==> src/rtl/fwd_hazard_ctrl_pkg.sv <==
`default_nettype none
// ============================================================================
//  Module      : fwd_hazard_ctrl_pkg
//  Description : Shared encodings for the RV32 forwarding/hazard controller.
//                EX operand mux selects:
//                  FWD_RF  (00) register-file value
//                  FWD_MEM (01) EX/MEM result
//                  FWD_WB  (10) MEM/WB result
//                Encoding 11 is never driven.
//  Revision    : 1.0 - initial release
// ============================================================================
package fwd_hazard_ctrl_pkg;

    typedef logic [1:0] fwd_sel_t;

    localparam fwd_sel_t FWD_RF  = 2'b00;
    localparam fwd_sel_t FWD_MEM = 2'b01;
    localparam fwd_sel_t FWD_WB  = 2'b10;

endpackage : fwd_hazard_ctrl_pkg
`default_nettype wire

==> src/rtl/fwd_sel_unit.sv <==
`default_nettype none
// ============================================================================
//  Module      : fwd_sel_unit
//  Description : Operand forwarding select for one EX source operand.
//                The MEM stage holds the newest in-flight value, so it takes
//                priority over WB. x0 is hard-wired zero and never forwarded.
//  Ports       : ex_rs   - source register of the EX instruction
//                use_rs  - EX instruction actually reads ex_rs
//                mem_rd  - destination register in MEM
//                mem_we  - MEM instruction writes mem_rd
//                wb_rd   - destination register in WB
//                wb_we   - WB instruction writes wb_rd
//                sel     - 2-bit operand mux select
//  Revision    : 1.0 - initial release
// ============================================================================
module fwd_sel_unit
    import fwd_hazard_ctrl_pkg::*;
#(
    parameter int REG_AW = 5
) (
    input  logic [REG_AW-1:0] ex_rs,
    input  logic              use_rs,
    input  logic [REG_AW-1:0] mem_rd,
    input  logic              mem_we,
    input  logic [REG_AW-1:0] wb_rd,
    input  logic              wb_we,
    output logic [1:0]        sel
);

    always_comb begin
        sel = FWD_RF;
        if (use_rs && mem_we && (mem_rd != '0) && (mem_rd == ex_rs)) begin
            sel = FWD_MEM;
        end else if (use_rs && wb_we && (wb_rd != '0) && (wb_rd == ex_rs)) begin
            sel = FWD_WB;
        end
    end

endmodule : fwd_sel_unit
`default_nettype wire

==> src/rtl/fwd_hazard_ctrl.sv <==
`default_nettype none
// ============================================================================
//  Module      : fwd_hazard_ctrl
//  Description : Forwarding and load-use hazard controller for the RV32
//                five-stage pipeline. Tracks destination-register state of
//                the EX, MEM and WB stages, drives the EX operand-A/B mux
//                selects, stalls IF/ID and bubbles EX on a load-use hazard,
//                and counts load-use stall cycles (saturating).
//  Ports       : clk, reset_n (synchronous, active-low)
//                id_*        - decoded fields of the ID instruction
//                flush       - redirect; kills the ID instruction
//                mem_stall   - freezes the whole pipeline
//                fwd_sel_a/b - EX operand mux selects
//                stall_if_id - hold PC and IF/ID
//                bubble_ex   - EX receives a NOP at this edge
//                stall_count - saturating load-use stall cycle count
//  Revision    : 1.0 - initial release
// ============================================================================
module fwd_hazard_ctrl
    import fwd_hazard_ctrl_pkg::*;
#(
    parameter int CNT_W  = 16,
    parameter int REG_AW = 5
) (
    input  logic              clk,
    input  logic              reset_n,
    input  logic              id_valid,
    input  logic [REG_AW-1:0] id_rs1,
    input  logic [REG_AW-1:0] id_rs2,
    input  logic              id_use_rs1,
    input  logic              id_use_rs2,
    input  logic [REG_AW-1:0] id_rd,
    input  logic              id_we,
    input  logic              id_is_load,
    input  logic              flush,
    input  logic              mem_stall,
    output logic [1:0]        fwd_sel_a,
    output logic [1:0]        fwd_sel_b,
    output logic              stall_if_id,
    output logic              bubble_ex,
    output logic [CNT_W-1:0]  stall_count
);

    // EX slot
    logic [REG_AW-1:0] r_ex_rs1;
    logic [REG_AW-1:0] r_ex_rs2;
    logic              r_ex_use1;
    logic              r_ex_use2;
    logic [REG_AW-1:0] r_ex_rd;
    logic              r_ex_we;
    logic              r_ex_ld;
    // MEM slot
    logic [REG_AW-1:0] r_mem_rd;
    logic              r_mem_we;
    logic              r_mem_ld;
    // WB slot
    logic [REG_AW-1:0] r_wb_rd;
    logic              r_wb_we;

    logic [CNT_W-1:0]  r_stall_count;

    logic              w_hz;
    logic              w_ex_live;
    logic              w_unused_mem_ld;

    // A load in MEM cannot be a forwarding source; the hazard logic already
    // guarantees no consumer reaches EX while its load sits in MEM, so the
    // flag is tracked for stage bookkeeping only.
    assign w_unused_mem_ld = r_mem_ld;

    // Load-use: the load result is only available from WB onwards, so a
    // dependent instruction in ID must wait one cycle. A flush kills the ID
    // instruction, so a hazard on it is moot.
    assign w_hz = id_valid && !flush && r_ex_we && r_ex_ld && (r_ex_rd != '0) &&
                  ((id_use_rs1 && (id_rs1 == r_ex_rd)) ||
                   (id_use_rs2 && (id_rs2 == r_ex_rd)));

    assign stall_if_id = w_hz && !mem_stall;
    assign bubble_ex   = (w_hz || flush) && !mem_stall;
    assign stall_count = r_stall_count;

    // ID instruction enters EX as a real instruction only if valid and not bubbled
    assign w_ex_live   = id_valid && !bubble_ex;

    fwd_sel_unit #(
        .REG_AW (REG_AW)
    ) u_sel_a (
        .ex_rs  (r_ex_rs1),
        .use_rs (r_ex_use1),
        .mem_rd (r_mem_rd),
        .mem_we (r_mem_we),
        .wb_rd  (r_wb_rd),
        .wb_we  (r_wb_we),
        .sel    (fwd_sel_a)
    );

    fwd_sel_unit #(
        .REG_AW (REG_AW)
    ) u_sel_b (
        .ex_rs  (r_ex_rs2),
        .use_rs (r_ex_use2),
        .mem_rd (r_mem_rd),
        .mem_we (r_mem_we),
        .wb_rd  (r_wb_rd),
        .wb_we  (r_wb_we),
        .sel    (fwd_sel_b)
    );

    always_ff @(posedge clk) begin
        if (!reset_n) begin
            r_ex_rs1      <= '0;
            r_ex_rs2      <= '0;
            r_ex_use1     <= 1'b0;
            r_ex_use2     <= 1'b0;
            r_ex_rd       <= '0;
            r_ex_we       <= 1'b0;
            r_ex_ld       <= 1'b0;
            r_mem_rd      <= '0;
            r_mem_we      <= 1'b0;
            r_mem_ld      <= 1'b0;
            r_wb_rd       <= '0;
            r_wb_we       <= 1'b0;
            r_stall_count <= '0;
        end else begin
            if (!mem_stall) begin
                r_wb_rd   <= r_mem_rd;
                r_wb_we   <= r_mem_we;
                r_mem_rd  <= r_ex_rd;
                r_mem_we  <= r_ex_we;
                r_mem_ld  <= r_ex_ld;
                // Register fields are don't-care when the flags are clear
                r_ex_rs1  <= id_rs1;
                r_ex_rs2  <= id_rs2;
                r_ex_rd   <= id_rd;
                r_ex_use1 <= w_ex_live && id_use_rs1;
                r_ex_use2 <= w_ex_live && id_use_rs2;
                r_ex_we   <= w_ex_live && id_we;
                r_ex_ld   <= w_ex_live && id_is_load;
            end
            // stall_if_id is already qualified by !mem_stall
            if (stall_if_id && (r_stall_count != '1)) begin
                r_stall_count <= r_stall_count + CNT_W'(1);
            end
        end
    end

endmodule : fwd_hazard_ctrl
`default_nettype wire

==> config.mk <==
export PLATFORM = sky130hd
export DESIGN_NAME = fwd_hazard_ctrl
export DESIGN_NICKNAME = d
export VERILOG_FILES = /design/src/rtl/fwd_hazard_ctrl_pkg.sv /design/src/rtl/fwd_sel_unit.sv /design/src/rtl/fwd_hazard_ctrl.sv
export SDC_FILE = /design/constraint.sdc
export NUM_CORES = 1
export LEC_CHECK = 0
export CAP_MARGIN = 15
export CORE_ASPECT_RATIO = 1.1
export CORE_MARGIN = 2
export CORE_UTILIZATION = 45
export DETAILED_ROUTE_END_ITERATION = 7
export PLACE_DENSITY = 0.73
export SLEW_MARGIN = 20
export SYNTH_ARGS = -nofsm -noshare
export SYNTH_HDL_FRONTEND = slang
export SYNTH_HIERARCHICAL = 1
export SYNTH_SLANG_ARGS = --single-unit
==> constraint.sdc <==
create_clock -name clk -period 1.7 [get_ports clk]
set_input_delay 0.34 -clock clk [delete_from_list [all_inputs] [get_ports clk]]
set_output_delay 0.34 -clock clk [all_outputs]
set_load 0.03 [all_outputs]
# Word level (Yosys, flattened, before mapping)
# Index checks and enable logic that the tools add are counted.
dict set report word_totals {
  reg_bits 47
  out_inout_bits 22
}
dict set report classes {
  add_sub_neg 1
  eq_ne 7
  mux 4
  reduce_logical 35
}
# cell n
set ops {}
lappend ops {{$eq A5 B5 Y1} 6}
lappend ops {{$logic_and A1 B1 Y1} 27}
lappend ops {{$add A16 B1 Y16 const B} 1}
lappend ops {{$ne A16 B16 Y1 const B} 1}
lappend ops {{$reduce_bool A5 Y1} 3}
lappend ops {{$mux W2} 4}
lappend ops {{$logic_not A1 Y1} 3}
lappend ops {{$logic_or A1 B1 Y1} 2}

# Depth between registers and ports, before layout
# Gate-level depths: netlist (run 1).
dict set report logic_depth {
  word_depth 11
  mapped_depth 7
  mapped_depth_nobuf 6
}

# Modules after synthesis
# Netlist (run 1), hierarchy kept.
# module instances cells_each area_each_um2 seq_area_each_um2
set modules_own_cells {}
lappend modules_own_cells {fwd_hazard_ctrl 1 226 2110.8 940.9}
lappend modules_own_cells {fwd_sel_unit 2 19 157.7 0.0}

# Least setup slack after synthesis (run 1)
# No wires, ideal clock.
dict set report synth_timing {
  path_type {reg-to-output}
  from {register r_mem_rd[3]}
  to {output port fwd_sel_a[1]}
  arrival_time_ps 1679
  t_required_ps 1360
  slack_ps -319
  stages_incl_launch_ff 4
  path_buffers 0
  cell_sequence {dfxtp_1 > o41ai_2 > a2111oi_2 > nor3_2}
}
dict set report synth_between {
  elab_chain_cells 4
  word_cells_on_any_way 5
  classes_between {eq/ne (1); mux (1); reduce/logical (3)}
}
# item line_no
set synth_rtl {}
lappend synth_rtl {{start, declared} fwd_hazard_ctrl.sv:53} ;# logic [REG_AW-1:0] r_mem_rd;
lappend synth_rtl {{start signal, assigned} fwd_hazard_ctrl.sv:128} ;# r_mem_rd <= r_ex_rd;
lappend synth_rtl {{$reduce_bool A5 Y1} fwd_sel_unit.sv:32} ;# if (use_rs && mem_we && (mem_rd != '0) && (mem_rd == ex_rs)) begin
lappend synth_rtl {{$logic_and A1 B1 Y1} fwd_sel_unit.sv:32}
lappend synth_rtl {{$logic_and A1 B1 Y1 *} fwd_sel_unit.sv:32}
lappend synth_rtl {{$mux W2 *} fwd_sel_unit.sv:32}
lappend synth_rtl {{end, declared} fwd_hazard_ctrl.sv:37} ;# output logic [1:0] fwd_sel_a,
# Every way passes the cells marked *; elsewhere a longest branch is shown, timed or not.

# Worst setup path in the final report (run 1)
dict set report layout_timing {
  from {register r_ex_rd[1]}
  to {output port bubble_ex}
}
dict set report layout_between {
  elab_chain_cells 6
  word_cells_on_any_way 10
  classes_between {eq/ne (2); reduce/logical (8)}
}
# item line_no
set layout_rtl {}
lappend layout_rtl {{start, declared} fwd_hazard_ctrl.sv:49} ;# logic [REG_AW-1:0] r_ex_rd;
lappend layout_rtl {{start signal, assigned} fwd_hazard_ctrl.sv:134} ;# r_ex_rd <= id_rd;
lappend layout_rtl {{$eq A5 B5 Y1 (on tied branches)} {fwd_hazard_ctrl.sv:75, fwd_hazard_ctrl.sv:76}}
lappend layout_rtl {{$logic_and A1 B1 Y1 (on tied branches)} {fwd_hazard_ctrl.sv:75, fwd_hazard_ctrl.sv:76}}
lappend layout_rtl {{$logic_or A1 B1 Y1} fwd_hazard_ctrl.sv:75} ;# ((id_use_rs1 && (id_rs1 == r_ex_rd)) ||
lappend layout_rtl {{$logic_and A1 B1 Y1 *} fwd_hazard_ctrl.sv:74} ;# assign w_hz = id_valid && !flush && r_ex_we && r_ex_ld && (r_ex_rd != '0) &&
lappend layout_rtl {{$logic_or A1 B1 Y1 *} fwd_hazard_ctrl.sv:79} ;# assign bubble_ex = (w_hz || flush) && !mem_stall;
lappend layout_rtl {{$logic_and A1 B1 Y1 *} fwd_hazard_ctrl.sv:79}
lappend layout_rtl {{end, declared} fwd_hazard_ctrl.sv:40} ;# output logic bubble_ex,
# Marked as above.

==> flow_summary.yaml, run 1 <==
power:
  design_power_total_mw: 2.29
  comb_power_share_pct: 16.5
  net-switching-power_mw: 0.588
  seqPwrFrac_pct: 51.5
  leakage_nw: 1.60
  power.switching_fraction_pct: 25.6
  internal_power_mw: 1.70
  powerDensity_mw_per_mm2: 608
  vdd_drop_max_mv: 0.365
  power.clock.fraction_pct: 32.1
setup_path:
  endpoint_kind: "output port"
  r2r-end: "r_ex_use2"
  cp_max_fo: 2
  worst-endpoint-arrival_ps: 1870
  critical_path_buf_inv_count: 2
  required_ps: 1360
  cp.depth: 6
  timing.reg2reg.setup_slack_ps: -400
  timing.critical_path.from_type: "flop"
  timing.critical_path.slowest_cell_delay_ps: 550
  cp_slowest_cell: "sky130_fd_sc_hd__or4_4"
  r2r_depth: 6
  reg2reg_from: "r_ex_rd[1]"
  critPathTopFamily: "simple AND/OR/NAND/NOR gates"
  crit_path_cell_trace: "or4_4 -> o2111a_2 -> buf_6 -> nand2_4 -> o21ai_2 -> buf_6"
  cp-startpoint: "r_ex_rd[1]"
  timing_worst_setup_path_type: "flop to output port"
  timing.critical_path.to: "bubble_ex"
  critical-path-top-cell-by-count: "sky130_fd_sc_hd__buf_6"
finish:
  drive_above_1_share_pct: 40.2
  multiInputGateArea_mm2: 0.00172
  filler_cell_count: 396
  area_delta_synth_final_pct: 55.5
  layout.area.seq_um2: 977
  layout.nets: 377
  n_antenna_cell: 0
timing:
  finClkSkew_ps: 4.54
  finalSetupViolCount: 26
  finalHoldViolCount: 0
  grt_setup_unrepaired: "true"
  timing.max_slew.rel_slack_pct: 64.0
  setup_ws_final_ps: -509
  tightest_slew_ps: 540
  final.min_clock_period_ps: 2210
  totalNegativeSetupSlack_ps: -6950
  min_period_over_period_pct: 130
  maxSlewViolCount: 0
  fmax_mhz: 453
clocking:
  ctsHoldBuffers: 0
  cts_num_sinks: 47
  cts_bufs_inserted: 5
  cts.clk_slew.worst_paths_ps: 80
  tritoncts: "done"
  worst_skew_late_latency_ps: 300
  cts_max_path_buffers: 2
  htree_num_levels: 2
  clock-root-buffer: "sky130_fd_sc_hd__clkbuf_8"
synthesis:
  ys_types: 38
  syn-instance-count: 264
  ys_top_cells_by_area: "sky130_fd_sc_hd__dfxtp_1, sky130_fd_sc_hd__mux2i_1, sky130_fd_sc_hd__xnor2_1"
  synth_top_area_share_pct: 38.8
  syn_area_mm2: 0.00243
  synth-seq-area-share_pct: 38.8
  synth_area_leader_cell: "sky130_fd_sc_hd__dfxtp_1"
  yosys_most_used_dff: "sky130_fd_sc_hd__dfxtp_1"
  count_of_state_elements_after_synthesis: 47
  synth_edf_count: 0
  synthesis_warning_total: 6
  synth.net_count: 289
  synth_async_sr_flop_share_pct: 0
  post_synth.cell_area_avg_um2: 9.19
placed_design:
  input_output_buffers: 45
  placement.setup.worst_slack_ps: -713
  gpl.final_weighted_congestion: 0.780
  detailed_place_hpwl_um: 4400
global_routing:
  pin_count_of_the_biggest_net_entering_global_routing: 34
  grt_overflow: 0
  global_route_usage_sum_pct: 23.7
  grt_first_pass_wirelength_um: 10800
  grt_pass1_vias: 2233
  antenna_violations_before_repair: 0
run_status:
  outcome: "finished with violations"
  failed_checks: "negative setup slack"
min_path:
  hold_class: "primary input to flop"
  hold-path-cell-count: 3
die:
  effective_utilization_at_floorplan_pct: 45.9
  fp.dieArea_mm2: 0.00600
  vertical_die_dimension_um: 81.0
  std_cell_rows: 28
  core_area_mm2: 0.00529
  die-width_um: 74.0
  io-pin-count: 46
route:
  vias_per_cell: 5.48
  dr_total_vias: 2346
  post_drt_wl_per_cell_um: 15.8
  detailedRoute.firstPassIterationCount: 4
  wirelength_um: 6760
  drtIter0Drc: 93
  final_antenna_net_count: 0
  post-route-drc-count: 0
job:
  max_cap_viol_count: 0
-- routing by layer --
layer  global-route usage [%]  up-vias  part of all wire [%]
li1                         -     1144                     -
met3                     3.10       15                   4.5
met2                     40.1       69                    52
met1                     30.3     1118                    41
met4                     9.64        0                   2.0
met5                        0        -                     0
-- worst min-delay path by stage --
stage                   startpoint              to  slack [ps]
global route             id_rs1[0]     r_ex_rs1[0]         380
finish                   id_rs1[0]     r_ex_rs1[0]         370
global placement           r_ex_ld         r_ex_ld         490
CTS                      id_rs2[4]     r_ex_rs2[4]         500
detailed placement  stall_count[9]  stall_count[9]         490
floorplan               id_is_load         r_ex_ld         460
-- synthesized netlist by cell type, types with 3 or more instances --
library cell               number
sky130_fd_sc_hd__a21oi_1       11
sky130_fd_sc_hd__o21ai_0        7
sky130_fd_sc_hd__inv_1          9
sky130_fd_sc_hd__nand2_1       13
sky130_fd_sc_hd__mux2i_1       31
sky130_fd_sc_hd__o31ai_1        8
sky130_fd_sc_hd__nor2_1        30
sky130_fd_sc_hd__nand4_1        7
sky130_fd_sc_hd__clkbuf_1       3
sky130_fd_sc_hd__a32o_1         4
sky130_fd_sc_hd__or4_1         10
sky130_fd_sc_hd__nand3_1       11
sky130_fd_sc_hd__buf_2          4
sky130_fd_sc_hd__buf_1          6
sky130_fd_sc_hd__xnor2_1       24
sky130_fd_sc_hd__and4_1         3
sky130_fd_sc_hd__nand2b_1       3
sky130_fd_sc_hd__and3_1         4
sky130_fd_sc_hd__dfxtp_1       47
-- registers in the layout (all words and copies together), names as in the netlist, 5 cells and up --
name,count
r_ex_rs1,5
r_ex_rs2,5
stall_count,16
r_ex_rd,5
r_mem_rd,5
r_wb_rd,5
-- what timing repair did --
item / 4_1_cts / 5_1_grt
endpoints found under the setup margin: 39 / 29
resized for setup: 76 / 37
buffers inserted: 8 / 2
pin swaps: 33 / 13
-- cell type report --
class | instances | share of cell area [%]
Multi-Input combinational cell | 195 | 45.7
Sequential cell | 47 | 25.9
Timing Repair Buffer | 94 | 22.4
Clock buffer | 8 | 2.65
Tap cell | 75 | 2.49
Inverter | 9 | 0.896
-- kinds of logic (layout without fill, tap and decap cells) --
logic type,Yosys count,after routing,share of synthesized area [%]
simple gates,93,93,20.2
flops,47,47,38.8
compound gates,44,44,14.8
mux,31,31,12.8
xor+xnor,26,26,9.39
buf+inv,22,111,3.61
fa+ha+maj,1,1,0.516
-- worst register-to-register path, delay by kind of cell (launching register included) --
family	cells	cell delay, ps
flops	1	330
simple gates	1	550
compound gates	3	880
buf+inv	2	280
-- stage by stage --
| stage | std cells | hold WS [ps] | util, % | cell area (µm²) |
|---|---|---|---|---|
| after floorplan | 264 | 462 | - | 2480 |
| after global placement | 411 | 486 | 61.4 | 3250 |
| after detailed placement | 411 | 491 | 61.4 | 3250 |
| after CTS | 427 | 505 | 68.7 | 3630 |
| after global routing | 428 | 385 | 71.3 | 3770 |
| final | 428 | 371 | 71.3 | 3770 |
-- power by group through the flow --
| stage | Sequential (mW) | Clock (mW) | Combinational (mW) |
|---|---|---|---|
| 2_1_floorplan | 1.19 | 0 | 0.184 |
| 5_1_grt | 1.18 | 0.784 | 0.406 |
| 3_3_place_gp | 1.19 | 0 | 0.313 |
| 6_report | 1.18 | 0.735 | 0.377 |
| 3_5_place_dp | 1.20 | 0 | 0.318 |
| 4_1_cts | 1.18 | 0.742 | 0.368 |
-- placed cells by master, fill, tap and decap left out, types with 2 or more instances in the layout --
cell                              count
sky130_fd_sc_hd__clkbuf_8             7
sky130_fd_sc_hd__xnor2_1             15
sky130_fd_sc_hd__nand2_4              2
sky130_fd_sc_hd__xor2_1               2
sky130_fd_sc_hd__o31ai_2              3
sky130_fd_sc_hd__nor3_4               3
sky130_fd_sc_hd__a21oi_1              4
sky130_fd_sc_hd__inv_1                5
sky130_fd_sc_hd__a32o_1               4
sky130_fd_sc_hd__o41ai_4              2
sky130_fd_sc_hd__xnor2_2              9
sky130_fd_sc_hd__dlygate4sd2_1       17
sky130_fd_sc_hd__nand4_1              7
sky130_fd_sc_hd__and4_1               3
sky130_fd_sc_hd__buf_4               42
sky130_fd_sc_hd__nor2_1              29
sky130_fd_sc_hd__nand2b_1             3
sky130_fd_sc_hd__mux2i_1             31
sky130_fd_sc_hd__nand2_1             12
sky130_fd_sc_hd__o21ai_0              5
sky130_fd_sc_hd__dfxtp_1             24
sky130_fd_sc_hd__dlymetal6s2s_1       7
sky130_fd_sc_hd__nand3_2              4
sky130_fd_sc_hd__a21oi_2              7
sky130_fd_sc_hd__and3_1               3
sky130_fd_sc_hd__inv_2                4
sky130_fd_sc_hd__nor4_1               2
sky130_fd_sc_hd__o211ai_1             2
sky130_fd_sc_hd__or4_1                2
sky130_fd_sc_hd__a2111oi_4            3
sky130_fd_sc_hd__o31ai_1              4
sky130_fd_sc_hd__clkdlybuf4s50_1     14
sky130_fd_sc_hd__dfxtp_4              3
sky130_fd_sc_hd__or4_4                8
sky130_fd_sc_hd__nand3_1              6
sky130_fd_sc_hd__o2111ai_1            2
sky130_fd_sc_hd__buf_6               13
sky130_fd_sc_hd__dfxtp_2             20
Note: power is estimated with default switching activity, not from simulation.
==> run 2, diff against run 1 <==
--- a/config.mk
+++ b/config.mk
@@ -7,10 +7,11 @@
 export LEC_CHECK = 0
 export CAP_MARGIN = 15
 export CORE_ASPECT_RATIO = 1.1
-export CORE_MARGIN = 2
 export CORE_UTILIZATION = 45
 export DETAILED_ROUTE_END_ITERATION = 7
+export GPL_ROUTABILITY_DRIVEN = 0
 export PLACE_DENSITY = 0.73
+export RECOVER_POWER = 50
 export SLEW_MARGIN = 20
 export SYNTH_ARGS = -nofsm -noshare
 export SYNTH_HDL_FRONTEND = slang
==> run 2 against run 1 <==
- the flow still finishes with violations (negative setup slack)
- highest routed layer unchanged
- worst hold slack lost 26 ps
- sequential share of layout area grew 1.3 points
- non-clock buffer count shrank 5
- critical path depth shrank 1
- die area shrank 5.1%
- worst setup slack gained 100 ps
- utilization shrank 0.52 points
- register-to-register slack gained 60 ps
==> flow_summary.yaml, run 2 (synthesis gave the netlist of run 1 again) <==
route:
  dr_total_vias: 2350
  post-route-drc-count: 0
  drtIter0Drc: 155
  post_drt_wl_per_cell_um: 16.2
  final_antenna_net_count: 0
  detailedRoute.firstPassIterationCount: 4
  vias_per_cell: 5.60
  wirelength_um: 6790
finish:
  n_antenna_cell: 0
  final_cells: 420
  layout.nets: 372
  filler_cell_count: 391
  drive_above_1_share_pct: 34.5
  area_delta_synth_final_pct: 48.8
  layout.area.seq_um2: 982
  largest_register_ff_count: 16
  layout.cells.most_common: "sky130_fd_sc_hd__buf_4"
  most-common-layout-cells: "sky130_fd_sc_hd__buf_4, sky130_fd_sc_hd__mux2i_1, sky130_fd_sc_hd__nor2_1"
  design_area_mm2: 0.00361
  multiInputGateArea_mm2: 0.00162
  finish.utilization_pct: 70.8
power:
  leakage_nw: 1.47
  vdd_drop_max_mv: 0.560
  design_power_total_mw: 2.28
  powerDensity_mw_per_mm2: 633
global_routing:
  grt_first_pass_wirelength_um: 10900
  grt_overflow: 0
  antenna_violations_before_repair: 0
  grt_pass1_vias: 2262
  pin_count_of_the_biggest_net_entering_global_routing: 34
  global_route_usage_sum_pct: 24.9
clocking:
  cts_max_path_buffers: 2
  tritoncts: "done"
  cts.clk_slew.worst_paths_ps: 80
  cts_bufs_inserted: 5
  cts_num_sinks: 47
  worst_skew_late_latency_ps: 300
  clock-root-buffer: "sky130_fd_sc_hd__clkbuf_8"
  htree_num_levels: 2
setup_path:
  worst-endpoint-arrival_ps: 1770
  endpoint_kind: "output port"
  timing_worst_setup_path_type: "flop to output port"
  crit_path_cell_trace: "or4_4 -> o2111a_2 -> nand2_2 -> o21ai_2 -> buf_6"
  required_ps: 1360
  reg2reg_from: "stall_count[0]"
  timing.reg2reg.setup_slack_ps: -340
  cp_slowest_cell: "sky130_fd_sc_hd__or4_4"
  timing.critical_path.from_type: "flop"
  r2r_depth: 7
  cp-startpoint: "r_ex_rd[1]"
  cp_max_fo: 2
  timing.critical_path.slowest_cell_delay_ps: 540
die:
  std_cell_rows: 27
  vertical_die_dimension_um: 79.0
  io-pin-count: 46
  fp.dieArea_mm2: 0.00569
  effective_utilization_at_floorplan_pct: 47.6
  die-width_um: 72.0
  core_area_mm2: 0.00510
timing:
  finalSetupViolCount: 26
  finalHoldViolCount: 0
  maxSlewViolCount: 0
  grt_setup_unrepaired: "true"
  setup_ws_final_ps: -409
  totalNegativeSetupSlack_ps: -5840
  min_period_over_period_pct: 124
  final.min_clock_period_ps: 2110
  timing.max_slew.rel_slack_pct: 52.0
  finClkSkew_ps: 6.79
  tightest_slew_ps: 721
  fmax_mhz: 474
min_path:
  hold-path-cell-count: 3
  holdCritStartpoint: "id_rs1[0]"
  hold_class: "primary input to flop"
job:
  max_cap_viol_count: 0
run_status:
  failed_checks: "negative setup slack"
  outcome: "finished with violations"
placed_design:
  detailed_place_hpwl_um: 4510
  post_dp_cell_area_mm2: 0.00325
  input_output_buffers: 45
  post-place-cells: 409
run 2: per-layer routing:
layer / up-vias / GRT usage, % / routed length [µm]
li1: 1135 / - / -
met1: 1114 / 30.5 / 2800
met2: 88 / 44.0 / 3530
met3: 13 / 4.44 / 281
met4: 0 / 8.04 / 173
met5: - / 0 / 0
run 2: worst max-delay path, delay by kind of cell, from the launching register on:
kind	cells	cell delay (ps)
AOI/OAI and AO/OA	2	350
buffers and inverters	1	150
and+or+nand+nor	2	640
DFF	1	330
run 2: repair_timing:
action,4_1_cts,5_1_grt
gates cloned,0,0
resized for setup,57,30
pin swaps,14,18
setup endpoints to repair,41,26
buffers inserted,2,1
hold buffers,0,0
run 2: final timing paths:
path	end
worst min-delay path	r_ex_rs1[0]
worst min register to register	stall_count[9]
worst max register to register	stall_count[13]
worst max-delay path	bubble_ex
run 2: area by class of cell:
type,instances,share of cell area [%]
Multi-Input combinational cell,195,45.0
Clock buffer,8,2.77
Timing Repair Buffer,89,21.6
Tap cell,72,2.49
Sequential cell,47,27.2
Inverter,9,0.936
run 2: where the power goes:
part | switching [mW] | internal, mW
combinational | 0.172 | 0.197
sequential | 0.0473 | 1.13
clock | 0.368 | 0.372
run 2: metrics by stage:
stage	worst slack, ps	hold WS [ps]
2_1_floorplan	-31.1	462
3_3_place_gp	-645	480
3_5_place_dp	-668	493
4_1_cts	-403	464
5_1_grt	-481	434
6_report	-409	345
